<file path="src/rtl/mem_arb_pkg.sv">
// Shared definitions for the fetch/data memory arbiter: state encoding and
// default geometry.
package mem_arb_pkg;

    localparam int DEF_AW           = 32;
    localparam int DEF_DW           = 32;
    localparam int DEF_STARVE_LIMIT = 4;

    typedef enum logic [2:0] {
        IDLE  = 3'd0,
        IBUSY = 3'd1,
        DBUSY = 3'd2,
        IRESP = 3'd3,
        DRESP = 3'd4
    } arb_state_t;

endpackage

</file>
<file path="src/rtl/mem_arbiter.sv">
// Arbitrates the instruction-fetch and data ports onto one single-port memory,
// with data priority bounded by a starvation counter for the fetch side.
module mem_arbiter
    import mem_arb_pkg::*;
#(
    parameter int AW           = DEF_AW,
    parameter int DW           = DEF_DW,
    parameter int STARVE_LIMIT = DEF_STARVE_LIMIT
) (
    input  logic          clk,
    input  logic          rstn,
    input  logic          if_req,
    input  logic [AW-1:0] if_addr,
    output logic          if_ready,
    output logic [DW-1:0] if_rdata,
    input  logic          d_req,
    input  logic          d_we,
    input  logic [AW-1:0] d_addr,
    input  logic [DW-1:0] d_wdata,
    input  logic [3:0]    d_wmask,
    output logic          d_ready,
    output logic [DW-1:0] d_rdata,
    output logic          mem_req,
    output logic          mem_we,
    output logic [AW-1:0] mem_addr,
    output logic [DW-1:0] mem_wdata,
    output logic [3:0]    mem_wmask,
    input  logic          mem_ack,
    input  logic [DW-1:0] mem_rdata
);

    localparam int CW = (STARVE_LIMIT < 1) ? 1 : $clog2(STARVE_LIMIT + 1);
    localparam logic [CW-1:0] LIM = CW'(STARVE_LIMIT);

    arb_state_t    state, next;
    logic [CW-1:0] dcnt;
    logic          d_grant, i_grant;
    logic [AW-1:0] lat_addr;
    logic [DW-1:0] lat_wdata;
    logic          lat_we;
    logic [3:0]    lat_wmask;

    always_ff @(posedge clk) begin
        if (rstn) state <= IDLE;
        else      state <= next;
    end

    always_comb begin
        next      = state;
        d_grant   = 1'b0;
        i_grant   = 1'b0;
        mem_req   = 1'b0;
        mem_we    = 1'b0;
        mem_wmask = '0;
        if_ready  = 1'b0;
        d_ready   = 1'b0;
        case (state)
            IDLE: begin
                // Data wins unless the fetch side has waited out its allowance.
                if (d_req && (!if_req || dcnt < LIM)) begin
                    d_grant = 1'b1;
                    next    = DBUSY;
                end else if (if_req) begin
                    i_grant = 1'b1;
                    next    = IBUSY;
                end
            end
            IBUSY, DBUSY: begin
                mem_req   = 1'b1;
                mem_we    = lat_we;
                mem_wmask = lat_wmask;
                if (mem_ack) next = (state == IBUSY) ? IRESP : DRESP;
            end
            IRESP: begin
                if_ready = 1'b1;
                next     = IDLE;
            end
            DRESP: begin
                d_ready = 1'b1;
                next    = IDLE;
            end
            default: next = IDLE;
        endcase
    end

    assign mem_addr  = lat_addr;
    assign mem_wdata = lat_wdata;

    always_ff @(posedge clk) begin
        if (rstn) begin
            dcnt      <= '0;
            if_rdata  <= '0;
            d_rdata   <= '0;
            lat_addr  <= '0;
            lat_wdata <= '0;
            lat_we    <= 1'b0;
            lat_wmask <= '0;
        end else begin
            if (d_grant) begin
                lat_addr  <= d_addr;
                lat_wdata <= d_wdata;
                lat_we    <= d_we;
                lat_wmask <= d_wmask;
                if (!if_req)          dcnt <= '0;
                else if (dcnt != LIM) dcnt <= dcnt + CW'(1);
            end else if (i_grant) begin
                lat_addr  <= if_addr;
                lat_wdata <= '0;
                lat_we    <= 1'b0;
                lat_wmask <= '0;
                dcnt      <= '0;
            end
            if (state == IBUSY && mem_ack) if_rdata <= mem_rdata;
            if (state == DBUSY && mem_ack) d_rdata  <= mem_rdata;
        end
    end

endmodule

</file>
<file path="config.mk">
export PLATFORM = sky130hd
export DESIGN_NAME = mem_arbiter
export DESIGN_NICKNAME = d
export VERILOG_FILES = /design/src/rtl/mem_arb_pkg.sv /design/src/rtl/mem_arbiter.sv
export SDC_FILE = /design/constraint.sdc
export NUM_CORES = 1
export LEC_CHECK = 0
export ABC_AREA = 1
export CAP_MARGIN = 20
export CORE_ASPECT_RATIO = 0.6
export CORE_MARGIN = 2
export CORE_UTILIZATION = 40
export DETAILED_ROUTE_END_ITERATION = 8
export GPL_TIMING_DRIVEN = 1
export PLACE_DENSITY = 0.81
export RECOVER_POWER = 100
export SKIP_CTS_REPAIR_TIMING = 1
export SLEW_MARGIN = 20
export SYNTH_ARGS = -nofsm -noshare
export SYNTH_HDL_FRONTEND = slang
export SYNTH_SLANG_ARGS = --single-unit
export TNS_END_PERCENT = 50
</file>
<file path="constraint.sdc">
create_clock -name clk -period 2 [get_ports clk]
set_clock_uncertainty 0.2 [all_clocks]
set_input_delay 0.4 -clock clk [delete_from_list [all_inputs] [get_ports clk]]
set_output_delay 0.4 -clock clk [all_outputs]
set_load 0.01 [all_outputs]
</file>
# ---- Yosys cells after proc, flatten, opt, wreduce, memory -nomap -nowiden
# Index checks and enable logic that the tools add are counted.
dict set report totals {
  out_inout_bits 136
  word_cells 55
  ff_bits 139
  inputBits 138
}
dict set report op_classes {
  muxes 27
  eq_ne 8
  n_lt_le_gt_ge 1
  addsub 1
  n_reduce_logical 10
}
# cell n
set ops {}
lappend ops {{$mux 32} 4}
lappend ops {{$mux 3} 8}
lappend ops {{$mux 4} 3}
lappend ops {{$mux 1} 11}
lappend ops {{$eq 3x2->1 const B} 2}
lappend ops {{$ne 3x3->1 const B} 2}
lappend ops {{$pmux 3 s2} 1}
lappend ops {{$reduce_and 2->1} 2}
lappend ops {{$add 3x1->3 const B} 1}
lappend ops {{$eq 3x1->1 const B} 1}
lappend ops {{$eq 3x3->1 const B} 1}
lappend ops {{$logic_and 1x1->1} 3}
lappend ops {{$logic_not 3->1} 1}
lappend ops {{$lt 3x3->1 const B} 1}
lappend ops {{$ne 3x2->1 const B} 1}
lappend ops {{$ne 2x2->1 const B} 1}
lappend ops {{$reduce_bool 2->1} 1}
lappend ops {{$reduce_or 2->1} 1}
lappend ops {{$logic_not 1->1} 1}
lappend ops {{$logic_or 1x1->1} 1}

# ---- Depth between registers and ports, before layout
dict set report depth {
  depth_word 7
  ltp_mapped 9
  mapped_depth_nobuf 8
}

# ---- Worst setup path before layout
# OpenSTA, ideal clock, no wires.
dict set report synth_timing {
  path_kind {reg2out}
  start {reg state[2]}
  end {out mem_we}
  arrival_ps 947
  slack_ps 453
  required_ps 1400
  path_buffers 0
  path_stages_with_launch 6
  cell_sequence {dfxtp_1 > nor2_4 > nand2_1 > nand2_1 > inv_1 > nor2_1}
}
dict set report synth_via {
  elab_chain_len 3
  word_cells_on_any_way 4
  cone_classes {2 x eq/ne; 1 x mux; 1 x reduce/logical}
}
# item line_no
set synth_rtl {}
lappend synth_rtl {{start: declaration} mem_arbiter.sv:35} ;# arb_state_t state, next;
lappend synth_rtl {{start signal: assignment} mem_arbiter.sv:45} ;# else state <= next;
lappend synth_rtl {{$eq 3x1->1 / $eq 3x2->1 (equally long branches)} mem_arbiter.sv:57} ;# case (state)
lappend synth_rtl {{$reduce_or 2->1 *} mem_arbiter.sv:57}
lappend synth_rtl {{$mux 1 *} mem_arbiter.sv:57}
lappend synth_rtl {{end: declaration} mem_arbiter.sv:24} ;# output logic mem_we,
# Mark *: on every way between the ends. The rest lies on a longest branch, timed or not.

# ---- Worst setup path in the final report
# Ends and elaborated chain as after synthesis.

==> impl_metrics.yaml <==
run_status:
  outcome: "finished, violations left"
  violations: "negative hold slack"
drt:
  final_antenna_net_count: 0
  viasPerCell: 4.60
  drcViolationCount: 0
  drt_iter0_drc: 311
  first_pass_iters: 4
  wl_um: 17200
  wl_per_cell_um: 13.9
  num_vias: 5708
power:
  swShare_pct: 34.2
  pwr_density_cell_mw_per_mm2: 1370
  power_frac_comb_pct: 42.8
  p_int_mw: 8.35
  p_seq_share_pct: 31.4
  clkPwrFrac_pct: 25.8
  p_leak_nw: 3.95
  p_sw_mw: 4.34
  ir_worst_vdd_v: 0.000736
logic_synthesis:
  syn-mean-instance-area_um2: 7.12
  synth_area_leader_cell: "dfxtp_1"
  yosysMostFrequentCell: "nand2_1"
  synthArstFlopShare_pct: 0
  synth_edf_count: 0
  ys_seq_area_share_pct: 50.3
  synth_top_area_share_pct: 50.3
  synth_area_leaders: "dfxtp_1 (50%), nand2_1 (12%), a21oi_1 (9.6%), inv_1 (7.3%), o21ai_0 (5.7%)"
  synth_flop_cell: "dfxtp_1"
  yosys_warnings: 0
  ys_types: 20
  synth_common_cells: "nand2_1 (183), dfxtp_1 (139), inv_1 (108)"
  synth_area_mm2: 0.00553
  syn_nets: 916
  ys_seq_elements: 139
  postSynthCellCount: 776
die:
  core_mm2: 0.0136
  die_width_um: 156
  fp.dieH_um: 95.1
  std_cell_rows: 33
  start_util_pct: 40.7
  ioPinCount: 274
  die_area_mm2: 0.0148
placement:
  place_area_mm2: 0.00861
  numPortBuffers: 273
  post-dp-hpwl_um: 12400
  post-place-ws_ns: -0.0554
  place.gp.congestion: 0.800
  dp.cells: 1208
layout:
  layout-drive-gt1-share_pct: 8.36
  area_growth_pct: 67.0
  multi_input_area_mm2: 0.00213
  fin_area_mm2: 0.00923
  final_nets: 1194
  instances_no_fill: 1240
  ff_latch_area_mm2: 0.00279
  fillers: 1102
clocking:
  cts.sinks: 139
  tritoncts: "yes"
  cts-root-buf: "clkbuf_16"
  clockBufferDepth: 2
  htree_levels: 4
  clk_latency_ns: 0.40
  cts_buffers: 17
  clk_pin_slew_worst_paths_ns: 0.06
critical_path:
  critical_path_arrival_ns: 1.38
  path_buf_inv: 3
  cp.depth: 7
  crit_fanout: 5
  crit_slowest_cell: "dfxtp_2"
  end_kind: "output pin"
  r2r_cells: 6
  crit_required_ns: 1.40
  cp_top_family: "simple AND/OR/NAND/NOR gates"
  critPathLaunchType: "flip-flop"
  path_class: "reg -> out"
  slowest_delay_ns: 0.34
  worstPathCellList: "nor2_4 -> nand2_2 -> nand2_4 -> buf_4 -> inv_2 -> nor2_1 -> buf_2"
timing:
  tightestPinTransition_ns: 0.606
  post-route-period-util_pct: 99.2
  final.setup.tns_ns: 0
  fin_ws_ns: 0.0163
  whs_ns: -0.000164
  setup_violations: 0
  fmax_ghz: 0.504
  layout_min_cycle_time_ns: 1.98
  slew_violations: 0
  hold_viol_final: 1
  slew_headroom_pct: 59.6
  rsz0062_at_grt: "true"
global_route:
  grt_pass1_vias: 5265
  grt_pass1_wl_um: 26600
  grt_usage_pct: 22.7
  grt_overflow_total: 0
  antenna_found_initial: 0
  grt_max_degree: 68
flow_run:
  max_cap_viol_count: 0
worst_hold_path:
  hp-class: "in -> reg"
  whs_path_depth: 2
## registers in the layout (all words and copies together), names as in the netlist
name,flops
lat_we,1
state,3
lat_wmask,4
if_rdata,32
mem_wdata,32
d_rdata,32
dcnt,3
mem_addr,32
## per-stage QoR
step                util (%)  power [mW]
floorplan                  -        6.56
global placement        63.4        9.29
finish                  68.0        12.7
detailed placement      63.4        9.38
CTS                     67.9        12.7
global route            67.9        13.5
## worst reg2reg max path, stage by stage, from the launching register on
cell and delay, ns:
dfxtp_2 0.39, nor2_4 0.05, buf_4 0.14, nand3_2 0.05, clkbuf_4 0.52, o21ai_0 0.20
a21oi_1 0.15
## cell families after synthesis
family	synth area share (%)
AOI/OAI and AO/OA	15.6
and+or+nand+nor	22.0
adders and majority gates	0.453
buffers and inverters	11.6
DFF	50.3
## cell type report
class / count / area share, %
Tap cell: 175 / 2.37
Multi-Input combinational cell: 476 / 23.0
Inverter: 114 / 4.64
Sequential cell: 139 / 30.2
Antenna cell: 1 / 0.0271
Clock buffer: 18 / 4.76
Timing Repair Buffer: 306 / 33.1
Clock inverter: 11 / 1.87
## power by group through the flow
stage | Sequential [mW] | Combinational (mW) | Clock [mW]
after CTS | 3.97 | 5.41 | 3.32
after global placement | 3.98 | 5.31 | 0
final | 3.99 | 5.44 | 3.27
after global routing | 4.07 | 5.97 | 3.46
after floorplan | 4.34 | 2.21 | 0
after detailed placement | 4.01 | 5.38 | 0
## worst paths after layout
check / startpoint / endpoint / slack [ns]
max: state[2] / mem_we / 0.02
min: rstn / state[2] / -0.0002
max reg2reg: state[1] / if_rdata[2] / 0.23
min reg2reg: if_rdata[23] / if_rdata[23] / 0.24
## per-layer routing
layer  share of wire (%)  wire length, µm  track usage, %
met3                 6.4             1090            6.00
met2                  46             7880            36.0
met1                  46             7920            30.3
met4                 1.7              299            7.49
met5                   0                0               0
## cell usage in the layout (no fill, tap or decap), types with 4 or more instances in the layout
cell type          n
nand3_1           35
buf_2              6
buf_12             8
o21ai_0           63
dfxtp_1          136
inv_2              8
buf_4             24
clkinv_4           4
clkdlybuf4s50_1  264
a21oi_1          106
nor2_1            74
clkbuf_16         17
bufinv_16          4
inv_1            106
nand2_1          181
No activity file was read; power rests on OpenSTA's default activity.
